<file path="src/rtl/lsu_pkg.sv">
// Shared definitions for the load/store unit: FSM state encoding and access-size codes.
package lsu_pkg;

  typedef enum logic [1:0] {
    ST_IDLE = 2'd0,
    ST_REQ  = 2'd1,
    ST_RESP = 2'd2
  } lsu_state_e;

  localparam logic [1:0] SZ_BYTE    = 2'b00;
  localparam logic [1:0] SZ_HALF    = 2'b01;
  localparam logic [1:0] SZ_WORD    = 2'b10;
  localparam logic [1:0] SZ_ILLEGAL = 2'b11;

endpackage

</file>
<file path="src/rtl/lsu_if.sv">
// Request/response bundle between a client, the load/store unit and its RAM.
interface lsu_if #(
  parameter int WIDTH  = 32,
  parameter int AWIDTH = 32
);

  logic              start;
  logic              isStore;
  logic [1:0]        size;
  logic              signedLd;
  logic [AWIDTH-1:0] addrIn;
  logic [WIDTH-1:0]  storeData;
  logic [WIDTH-1:0]  memRData;
  logic              memAck;

  logic              memReq;
  logic              memWr;
  logic [AWIDTH-1:0] memAddr;
  logic [WIDTH/8-1:0] memBe;
  logic [WIDTH-1:0]  memWData;
  logic              busy;
  logic              done;
  logic              fault;
  logic [WIDTH-1:0]  loadData;

  // The LSU itself sits on the slave side; the client/RAM model drives the master side.
  modport slave (
    input  start, isStore, size, signedLd, addrIn, storeData, memRData, memAck,
    output memReq, memWr, memAddr, memBe, memWData, busy, done, fault, loadData
  );

  modport master (
    output start, isStore, size, signedLd, addrIn, storeData, memRData, memAck,
    input  memReq, memWr, memAddr, memBe, memWData, busy, done, fault, loadData
  );

endinterface

</file>
<file path="src/rtl/lsu_align.sv">
// Selects the addressed byte/half lane of a RAM word and sign- or zero-extends it.
module lsu_align
  import lsu_pkg::*;
#(
  parameter int WIDTH = 32
) (
  input  logic [WIDTH-1:0]               rdata_i,
  input  logic [$clog2(WIDTH/8)-1:0]     offset_i,
  input  logic [1:0]                     size_i,
  input  logic                           signedLd_i,
  output logic [WIDTH-1:0]               data_o
);

  logic [WIDTH-1:0] shifted;

  // Bring the addressed lane down to bit 0, then fill the upper bits bit-by-bit
  // so the same code works for any WIDTH of 16 or more.
  always_comb begin
    shifted = rdata_i >> {offset_i, 3'b000};
    data_o  = '0;
    case (size_i)
      SZ_BYTE: begin
        data_o[7:0] = shifted[7:0];
        for (int b = 8; b < WIDTH; b++) data_o[b] = signedLd_i & shifted[7];
      end
      SZ_HALF: begin
        data_o[15:0] = shifted[15:0];
        for (int b = 16; b < WIDTH; b++) data_o[b] = signedLd_i & shifted[15];
      end
      default: data_o = shifted;
    endcase
  end

endmodule

</file>
<file path="src/rtl/load_store_unit.sv">
// Single-outstanding load/store unit: aligns requests onto a word-wide RAM port,
// replicates store data across lanes, extends load data and times out silent RAMs.
module load_store_unit
  import lsu_pkg::*;
#(
  parameter int WIDTH    = 32,
  parameter int AWIDTH   = 32,
  parameter int MAX_WAIT = 15
) (
  input  logic clk,
  input  logic reset,
  lsu_if.slave bus
);

  localparam int NB   = WIDTH / 8;
  localparam int OFFW = $clog2(NB);
  localparam int CW   = $clog2(MAX_WAIT + 1);

  lsu_state_e        state_q;
  logic [CW-1:0]     waitCnt_q;
  logic [OFFW-1:0]   offset_q;
  logic [1:0]        size_q;
  logic              isStore_q;
  logic              signedLd_q;
  logic              memReq_q;
  logic              memWr_q;
  logic [AWIDTH-1:0] memAddr_q;
  logic [NB-1:0]     memBe_q;
  logic [WIDTH-1:0]  memWData_q;
  logic              busy_q;
  logic              done_q;
  logic              fault_q;
  logic [WIDTH-1:0]  loadData_q;

  logic [OFFW-1:0]   offsetIn;
  logic              badAccess;
  logic [NB-1:0]     memBe_d;
  logic [WIDTH-1:0]  memWData_d;
  logic [WIDTH-1:0]  loadData_d;

  // Decode the incoming request: lane enables, replicated write data and legality.
  always_comb begin
    offsetIn   = bus.addrIn[OFFW-1:0];
    badAccess  = 1'b0;
    memBe_d    = '0;
    memWData_d = bus.storeData;
    case (bus.size)
      SZ_BYTE: begin
        memBe_d    = NB'(1) << offsetIn;
        memWData_d = {NB{bus.storeData[7:0]}};
      end
      SZ_HALF: begin
        badAccess  = offsetIn[0];
        memBe_d    = NB'(3) << offsetIn;
        memWData_d = {(NB/2){bus.storeData[15:0]}};
      end
      SZ_WORD: begin
        badAccess  = |offsetIn;
        memBe_d    = '1;
      end
      default: badAccess = 1'b1;
    endcase
  end

  lsu_align #(.WIDTH(WIDTH)) u_align (
    .rdata_i    (bus.memRData),
    .offset_i   (offset_q),
    .size_i     (size_q),
    .signedLd_i (signedLd_q),
    .data_o     (loadData_d)
  );

  // All bus outputs are registered here; done/fault default low so they pulse once.
  always_ff @(posedge clk or posedge reset) begin
    if (reset) begin
      state_q    <= ST_IDLE;
      waitCnt_q  <= '0;
      offset_q   <= '0;
      size_q     <= SZ_BYTE;
      isStore_q  <= 1'b0;
      signedLd_q <= 1'b0;
      memReq_q   <= 1'b0;
      memWr_q    <= 1'b0;
      memAddr_q  <= '0;
      memBe_q    <= '0;
      memWData_q <= '0;
      busy_q     <= 1'b0;
      done_q     <= 1'b0;
      fault_q    <= 1'b0;
      loadData_q <= '0;
    end else begin
      done_q  <= 1'b0;
      fault_q <= 1'b0;
      case (state_q)
        ST_IDLE: begin
          if (bus.start) begin
            offset_q   <= offsetIn;
            size_q     <= bus.size;
            isStore_q  <= bus.isStore;
            signedLd_q <= bus.signedLd;
            busy_q     <= 1'b1;
            if (badAccess) begin
              state_q <= ST_RESP;
              done_q  <= 1'b1;
              fault_q <= 1'b1;
            end else begin
              state_q    <= ST_REQ;
              waitCnt_q  <= '0;
              memReq_q   <= 1'b1;
              memWr_q    <= bus.isStore;
              memAddr_q  <= {bus.addrIn[AWIDTH-1:OFFW], {OFFW{1'b0}}};
              memBe_q    <= memBe_d;
              memWData_q <= memWData_d;
            end
          end
        end
        ST_REQ: begin
          if (!bus.memAck) waitCnt_q <= waitCnt_q + CW'(1);
          // An ack arriving on the final allowed cycle still counts as success.
          if (bus.memAck || waitCnt_q == CW'(MAX_WAIT - 1)) begin
            state_q  <= ST_RESP;
            memReq_q <= 1'b0;
            memWr_q  <= 1'b0;
            memBe_q  <= '0;
            done_q   <= 1'b1;
            fault_q  <= ~bus.memAck;
            if (bus.memAck && !isStore_q) loadData_q <= loadData_d;
          end
        end
        ST_RESP: begin
          state_q <= ST_IDLE;
          busy_q  <= 1'b0;
        end
        default: state_q <= ST_IDLE;
      endcase
    end
  end

  assign bus.memReq   = memReq_q;
  assign bus.memWr    = memWr_q;
  assign bus.memAddr  = memAddr_q;
  assign bus.memBe    = memBe_q;
  assign bus.memWData = memWData_q;
  assign bus.busy     = busy_q;
  assign bus.done     = done_q;
  assign bus.fault    = fault_q;
  assign bus.loadData = loadData_q;

endmodule

</file>
<file path="src/flat_wrapper.sv">
// flat-port wrapper written by rule: the top's interface ports become plain ports
module load_store_unit_flat import lsu_pkg::*;
#(
  parameter int WIDTH    = 32,
  parameter int AWIDTH   = 32,
  parameter int MAX_WAIT = 15
)
  (clk, reset, bus_start, bus_isStore, bus_size, bus_signedLd, bus_addrIn, bus_storeData, bus_memRData, bus_memAck, bus_memReq, bus_memWr, bus_memAddr, bus_memBe, bus_memWData, bus_busy, bus_done, bus_fault, bus_loadData);
  lsu_if #(.WIDTH(WIDTH), .AWIDTH(AWIDTH)) bus_i ();
  input  logic clk;
  input  logic reset;
  input wire logic [$bits(bus_i.start)-1:0] bus_start;
  input wire logic [$bits(bus_i.isStore)-1:0] bus_isStore;
  input wire logic [$bits(bus_i.size)-1:0] bus_size;
  input wire logic [$bits(bus_i.signedLd)-1:0] bus_signedLd;
  input wire logic [$bits(bus_i.addrIn)-1:0] bus_addrIn;
  input wire logic [$bits(bus_i.storeData)-1:0] bus_storeData;
  input wire logic [$bits(bus_i.memRData)-1:0] bus_memRData;
  input wire logic [$bits(bus_i.memAck)-1:0] bus_memAck;
  output wire logic [$bits(bus_i.memReq)-1:0] bus_memReq;
  output wire logic [$bits(bus_i.memWr)-1:0] bus_memWr;
  output wire logic [$bits(bus_i.memAddr)-1:0] bus_memAddr;
  output wire logic [$bits(bus_i.memBe)-1:0] bus_memBe;
  output wire logic [$bits(bus_i.memWData)-1:0] bus_memWData;
  output wire logic [$bits(bus_i.busy)-1:0] bus_busy;
  output wire logic [$bits(bus_i.done)-1:0] bus_done;
  output wire logic [$bits(bus_i.fault)-1:0] bus_fault;
  output wire logic [$bits(bus_i.loadData)-1:0] bus_loadData;
  assign bus_i.start = bus_start;
  assign bus_i.isStore = bus_isStore;
  assign bus_i.size = bus_size;
  assign bus_i.signedLd = bus_signedLd;
  assign bus_i.addrIn = bus_addrIn;
  assign bus_i.storeData = bus_storeData;
  assign bus_i.memRData = bus_memRData;
  assign bus_i.memAck = bus_memAck;
  assign bus_memReq = bus_i.memReq;
  assign bus_memWr = bus_i.memWr;
  assign bus_memAddr = bus_i.memAddr;
  assign bus_memBe = bus_i.memBe;
  assign bus_memWData = bus_i.memWData;
  assign bus_busy = bus_i.busy;
  assign bus_done = bus_i.done;
  assign bus_fault = bus_i.fault;
  assign bus_loadData = bus_i.loadData;
  load_store_unit #(.WIDTH(WIDTH), .AWIDTH(AWIDTH), .MAX_WAIT(MAX_WAIT)) u_core (.clk(clk), .reset(reset), .bus(bus_i));
endmodule
</file>
<file path="config.mk">
export PLATFORM = sky130hd
export DESIGN_NAME = load_store_unit_flat
export DESIGN_NICKNAME = d
export VERILOG_FILES = /design/src/rtl/lsu_pkg.sv /design/src/rtl/lsu_if.sv /design/src/rtl/lsu_align.sv /design/src/rtl/load_store_unit.sv /design/src/flat_wrapper.sv
export SDC_FILE = /design/constraint.sdc
export NUM_CORES = 1
export LEC_CHECK = 0
export ABC_CLOCK_PERIOD_IN_PS = 8960
export CAP_MARGIN = 10
export CORE_MARGIN = 1.5
export CORE_UTILIZATION = 41
export DETAILED_ROUTE_END_ITERATION = 12
export PLACE_DENSITY = 0.78
export SYNTH_ARGS = -nofsm -noshare
export SYNTH_HDL_FRONTEND = slang
export SYNTH_HIERARCHICAL = 1
export SYNTH_SLANG_ARGS = --single-unit
</file>
<file path="constraint.sdc">
create_clock -name clk -period 8.96 [get_ports clk]
set_clock_uncertainty 0.1 [all_clocks]
set_input_delay 0.896 -clock clk [delete_from_list [all_inputs] [get_ports clk]]
set_output_delay 0.896 -clock clk [all_outputs]
set_load 0.05 [all_outputs]
</file>
==> impl_metrics.tcl <==
set metrics [dict create \
    grt_pass1_wl_mm 24.18 \
    vias 4465 \
    tightest_slew_ns 1.096 \
    clk_pin_slew_ns 0.05 \
    min_path_cells 2 \
    intPower_mw 1.715 \
    initial_core_util_pct 42.33 \
    drt-wirelength-per-cell_microns 17.60 \
    rows 42 \
    post-route-util_pct 62.75 \
    dpl_cell_area_sq_um 7756 \
    clock-root-buffer "clkbuf_16" \
    seqPwrFrac_pct 27.8 \
    layout.cells.non_filler 860 \
    hold_start "u_core/bus.memWData[27]" \
    die_width_microns 120.2 \
    layout_min_cycle_time_ns 3.243 \
    clock-sinks 115 \
    dp_hpwl_mm 10.93 \
    critPathMaxFanout 89 \
    synth_edf_count 0 \
    firstDrtPassIters 4 \
    nets 777 \
    ys.flop_type "dfrtp_1" \
    cp_cell_sequence "clkdlybuf4s50_1 -> a21oi_2 -> o21ai_4 -> buf_4 -> mux2_2" \
    setup_viol 0 \
    switching_power_mw 1.366 \
    grt_usage_pct 21.66 \
    ant_nets 0 \
    p_clk_share_pct 21.4 \
    rsz0062_at_grt "false" \
    leakagePower_nw 3.559 \
    ctsResizeCount 0 \
    vias_per_cell 5.192 \
    min_to "u_core/bus.memWData[27]" \
    synth_top_area_cell "dfrtp_1" \
    grt_max_degree 90 \
    timing.critical_path.max_delay_family "buffers and inverters" \
    max_stage_delay_ns 1.00 \
    hold_class "reg -> reg" \
    coreArea_sq_um 13300 \
    r2r-start "u_core/offset_q[1]" \
    cts_tree "done" \
    reg2regPathDepth 4 \
    ys_seq_elements 115 \
    slew_headroom_pct 26.96 \
    path_buf_inv 2 \
    crit_type "in -> reg" \
    ctsHtreeMaxLevel 4 \
    cts_buffers 17 \
    postCtsSetupBuffers 0 \
    clk_latency_ns 0.41 \
    diodes 0 \
    clockBufferDepth 2 \
    ys_warn_count 6 \
    peakVddDrop_uv 208.5 \
    die_y_microns 120.2 \
    tns_ns 0 \
    p_per_area_nw_per_um2 369.3 \
    synthTopCellsByArea "dfrtp_1 51%, mux2_2 13%, mux2i_1 7.6%, a21oi_1 2.7%, mux2_1 2.6%" \
    stdcell_area_sq_um 8343 \
    maxSlewViolCount 0 \
    async_reset_ff_share_pct 100.0 \
    synth_seq_area_share_pct 51.13 \
    required_ns 9.15 \
    netSwitchingFraction_pct 44.34 \
    gp_congestion 0.7946 \
    clock.fmax_mhz 308.3 \
    numPortBuffers 206 \
    grt.overflow.total 0 \
    synth.avg_cell_area_sq_um 11.92 \
    period_share_pct 36.20 \
    combPwrFrac_pct 50.9 \
    routed_wl_mm 15.14 \
    ios 209 \
    critPathArrivalTime_ns 3.44 \
    dpl.cell_count 828 \
    syn-cell-area_sq_um 5628 \
    status "complete, no violations" \
    final_layout_size_suffix_gt1_share_pct 18.42 \
    r2r_end "u_core/bus.loadData[20]" \
    cts_hold_buf 0 \
    post-route-drc-count 0 \
    antenna_found_initial 0 \
    synth_cells 472 \
    drtIter0Drc 224 \
    synthDistinctLibCells 52 \
    maxCapViolations 0 \
    areaGrowthSynthToFinish_pct 48.24 \
    synth_top_area_share_pct 51.13 \
    grt_pass1_vias 4692 \
    final_hold_viol_count 0 \
    cp_slowest_cell "clkdlybuf4s50_1" \
    rrSetupSlack_ns 6.20 \
    crit_path_start "bus_size[0]" \
    dieArea_sq_um 14440 \
    cp-start-kind "primary input" \
    worstSetupEndpointType "flip-flop" \
]
==> metal layers <==
metal	part of all wire [%]	routed length, microns	global-route usage [%]
met3	10	1508	9.125
met2	46	6999	34.25
met5	0	0	0
met1	42	6357	26.16
met4	1.8	276	8.557
==> worst reg2reg max path: cells and delay by family, from the launching register on <==
kind,cells,cell delay [ns]
flops,1,1.06
simple gates,1,0.61
compound gates,1,0.19
mux,2,0.69
==> metrics by stage <==
| step | power, mW | hold WS (ns) | setup WS [ns] |
|---|---|---|---|
| after floorplan | 1.900 | 0.4041 | 4.920 |
| after global placement | 2.402 | 0.3628 | 5.376 |
| after detailed placement | 2.429 | 0.3755 | 5.294 |
| after CTS | 3.104 | 0.3826 | 5.733 |
| after global routing | 3.221 | 0.4005 | 5.540 |
| final | 3.081 | 0.3827 | 5.717 |
==> power by group through the flow <==
stage	registers (mW)	clock network, mW	logic, mW
after global placement	0.851	0	1.55
after detailed placement	0.861	0	1.57
after CTS	0.858	0.671	1.58
after global routing	0.883	0.697	1.64
final	0.855	0.659	1.57
after floorplan	1.50	0	0.404
==> final cells by class <==
cell class	count	area, sq um
multi-input combinational	318	2526
clock inverter	13	133.9
clock buffer	19	452.9
tap	176	220.2
fill	1049	4952
inverter	8	32.53
sequential	115	2878
timing repair buffer	211	2100
==> registers in the layout (all words and copies together), names as in the netlist <==
name and flops:
u_core/bus.busy 1, u_core/bus.done 1, u_core/bus.fault 1, u_core/bus.loadData 32, u_core/bus.memAddr 30, u_core/bus.memBe 4, u_core/bus.memReq 1, u_core/bus.memWData 32
u_core/bus.memWr 1, u_core/isStore_q 1, u_core/offset_q 2, u_core/signedLd_q 1, u_core/size_q 2, u_core/state_q 2, u_core/waitCnt_q 4
==> placed cells by master, fill, tap and decap left out, types with 7 or more instances in the layout <==
master           netlist  final
a211oi_1               8      8
a21boi_0               7      7
a21oi_1               30     30
clkbuf_16              0     17
clkdlybuf4s50_1        0    206
dfrtp_1              115    115
inv_1                  8      7
mux2_1                13     13
mux2_2                65     65
mux2i_1               43     43
nand2_1               28     28
nor2_1                18     18
nor2b_1               11     11
o21ai_0               27     27
o2bb2ai_1             10     10
==> worst max path at each step <==
stage               depth (start not counted)                     end
global placement                            5  u_core/bus.memAddr[15]
global route                                5  u_core/bus.memAddr[12]
detailed placement                          5  u_core/bus.memAddr[12]
CTS                                         5  u_core/bus.memAddr[11]
floorplan                                   1         u_core/bus.busy
finish                                      5  u_core/bus.memAddr[11]
==> cells by family (layout without fill, tap and decap cells) <==
family                   after synthesis  after routing  synth area share, %
flip-flops                           115            115                51.13
multiplexers                         123            123                23.77
AND/OR/NAND/NOR                       86             86                8.092
XOR/XNOR                               1              1               0.1557
buffers and inverters                 40            251                4.180
other                                  1              2              0.06663
AO/OA/AOI/OAI                        104            104                12.16
adder cells (fa/ha/maj)                2              2               0.4446
==> synthesized netlist by cell type, types with 2 or more instances <==
| master | n |
|---|---|
| nor2b_1 | 11 |
| nor2_1 | 18 |
| buf_6 | 8 |
| mux2_1 | 13 |
| dfrtp_1 | 115 |
| or2_2 | 6 |
| o22ai_2 | 2 |
| nor2_2 | 2 |
| o2bb2ai_1 | 10 |
| and3_1 | 2 |
| buf_4 | 3 |
| a211oi_1 | 8 |
| inv_1 | 8 |
| mux2i_1 | 43 |
| nand2_1 | 28 |
| buf_2 | 11 |
| nand2b_1 | 5 |
| a21o_1 | 2 |
| nor3_1 | 2 |
| a21boi_0 | 7 |
| or2_1 | 2 |
| o22ai_1 | 6 |
| o21ai_2 | 2 |
| and2b_1 | 2 |
| ha_1 | 2 |
| o21ai_0 | 27 |
| a21oi_1 | 30 |
| mux2_2 | 65 |
| clkbuf_1 | 9 |
Note: power is estimated with default switching activity, not from simulation.
==> RTL edit: new RTL, same flow settings <==
`MAX_WAIT` is set to 15 in 2 places; all go to 17.
--- a/src/rtl/load_store_unit.sv
+++ b/src/rtl/load_store_unit.sv
@@ -5,7 +5,7 @@
 #(
   parameter int WIDTH    = 32,
   parameter int AWIDTH   = 32,
-  parameter int MAX_WAIT = 15
+  parameter int MAX_WAIT = 17
 ) (
   input  logic clk,
   input  logic reset,
--- a/src/flat_wrapper.sv
+++ b/src/flat_wrapper.sv
@@ -3,7 +3,7 @@
 #(
   parameter int WIDTH    = 32,
   parameter int AWIDTH   = 32,
-  parameter int MAX_WAIT = 15
+  parameter int MAX_WAIT = 17
 )
   (clk, reset, bus_start, bus_isStore, bus_size, bus_signedLd, bus_addrIn, bus_storeData, bus_memRData, bus_memAck, bus_memReq, bus_memWr, bus_memAddr, bus_memBe, bus_memWData, bus_busy, bus_done, bus_fault, bus_loadData);
   lsu_if #(.WIDTH(WIDTH), .AWIDTH(AWIDTH)) bus_i ();
Behaviour: same outputs for any inputs over 4 cycles, from zero or initial values and one cycle with reset high; that may be too few to reach the edited logic, so the function may still have changed.
==> RTL edit against the original RTL <==
Fmax fell by 4.0%; sequential cell count rose by 1; critical path depth did not move; via count rose by 0.47%; worst setup slack got worse by 0.14 ns; synthesized area barely moved; wire length rose by 2.5%; power rose by 2.8%; non-clock buffer count rose by 1; count of clock-buffer cells in the layout rose by 1; final cell count rose by 1.0%; design area rose by 0.79%; largest cell class unchanged; highest routed layer unchanged.
==> RTL edit: results (changes against the original RTL) <==
qor: yosys.ys_top_cells_by_area dfrtp_1 (52%), mux2_2 (15%), mux2i_1 (7.6%) [was dfrtp_1 (51%), mux2_2 (13%), mux2i_1 (7.6%)]
qor: routing.routed_wirelength 15500 microns [was 15100 microns]
qor: placed_design.post_dp_cell_area 0.00777 sq mm [was 0.00776 sq mm]
qor: timing.hold_slack 0.383 ns [about the same]
qor: placed_design.routabilityCongestion 0.777 [was 0.795]
qor: routing.route.layer.met1.wl 6180 microns [was 6360 microns]
qor: global_route.maximum_number_of_pins_on_one_net_before_global_route_repair 89 [was 90]
qor: hold_path.min_path_cells 1 [was 2]
qor: global_route.grt_usage 22.4% [was 21.7%]
qor: final_layout.fillers 1033 [was 1049]
qor: placed_design.post-place-cells 837 [was 828]
qor: final_layout.drive_above_1_share 18.6% [was 18.4%]
qor: final_layout.final_cell_count_no_fill 869 [was 860]
qor: worst_setup_path.rr_endpoint u_core/bus.loadData[19] [was u_core/bus.loadData[20]]
qor: worst_setup_path.critPathArrivalTime 3.57 ns [was 3.44 ns]
qor: placed_design.dp.final_hpwl 11000 microns [was 10900 microns]
qor: yosys.netlist_top_cells_count dfrtp_1 (116), mux2_2 (74), mux2i_1 (43) [was dfrtp_1 (115), mux2_2 (65), mux2i_1 (43)]
qor: routing.wl_met2 7340 microns [was 7000 microns]
qor: yosys.seq_area_frac_synth 51.6% [was 51.1%]
qor: final_layout.fin_util 63.3% [was 62.8%]
qor: routing.met3WireLength 1810 microns [was 1510 microns]
qor: pwr.internal_power 1.79 mW [was 1.71 mW]
qor: timing.worst_relative_slew_slack 27.1% [was 27.0%]
qor: pwr.total_leakage_power 3.59 nW [was 3.56 nW]
qor: pwr.vdd.ir_drop.worst 221 uV [was 209 uV]
qor: worst_setup_path.path_max_fanout 88 [was 89]
qor: hold_path.min_delay_worst_endpoint u_core/bus.loadData[24] [was u_core/bus.memWData[27]]
qor: final_layout.finalNetCount 786 [was 777]
qor: yosys.syn_area_per_cell 11.7 sq um [was 11.9 sq um]
qor: outcome.status completed [unchanged]
qor: hold_path.worst_hold_startpoint u_core/bus.loadData[24] [was u_core/bus.memWData[27]]
qor: global_route.grt_first_pass_wirelength 24800 microns [was 24200 microns]
qor: routing.routed_via_density 5.16 [was 5.19]
qor: global_route.grtUsageMet3 10.6% [was 9.13%]
==> RTL edit: worst max path at each step <==
stage                            from                     end  slack, ns  depth (start not counted)
final                     bus_size[0]  u_core/bus.memAddr[13]       5.58                          5
after global routing      bus_size[0]  u_core/bus.memAddr[15]       5.42                          5
after CTS                 bus_size[0]   u_core/bus.memAddr[2]       5.60                          5
after detailed placement  bus_size[0]  u_core/bus.memAddr[19]       5.19                          5
after global placement    bus_size[0]  u_core/bus.memAddr[19]       5.24                          5
after floorplan                 reset         u_core/bus.busy       4.89                          1
==> RTL edit: kinds of logic (layout without fill, tap and decap cells) <==
family | after synthesis | in the layout | share of synthesized area (%)
mux | 121 | 121 | 23.4
compound gates | 103 | 103 | 11.8
simple gates | 93 | 93 | 8.25
buf+inv | 45 | 255 | 4.25
xor+xnor | 1 | 1 | 0.156
other cells | 1 | 2 | 0.0666
flops | 116 | 116 | 51.6
fa+ha+maj | 2 | 2 | 0.445
==> RTL edit: power groups by stage <==
stage	Sequential (mW)	Combinational (mW)	Clock, mW
after global routing	0.898	1.66	0.760
after global placement	0.864	1.56	0
after floorplan	1.50	0.413	0
after CTS	0.871	1.59	0.735
final	0.870	1.58	0.719
after detailed placement	0.874	1.58	0
==> RTL edit: cell type report <==
cell class / count / area share, %
clock buffer: 20 / 5.43
clock inverter: 12 / 2.13
inverter: 11 / 0.521
tap: 176 / 2.62
multi-input combinational: 322 / 29.7
timing repair buffer: 212 / 25.1
sequential: 116 / 34.5
==> RTL edit: worst max-delay path: stages <==
cell and delay, ns:
clkdlybuf4s50_1 1.02, a21oi_1 0.29, o21ai_4 0.20, buf_4 0.68, mux2_2 0.42
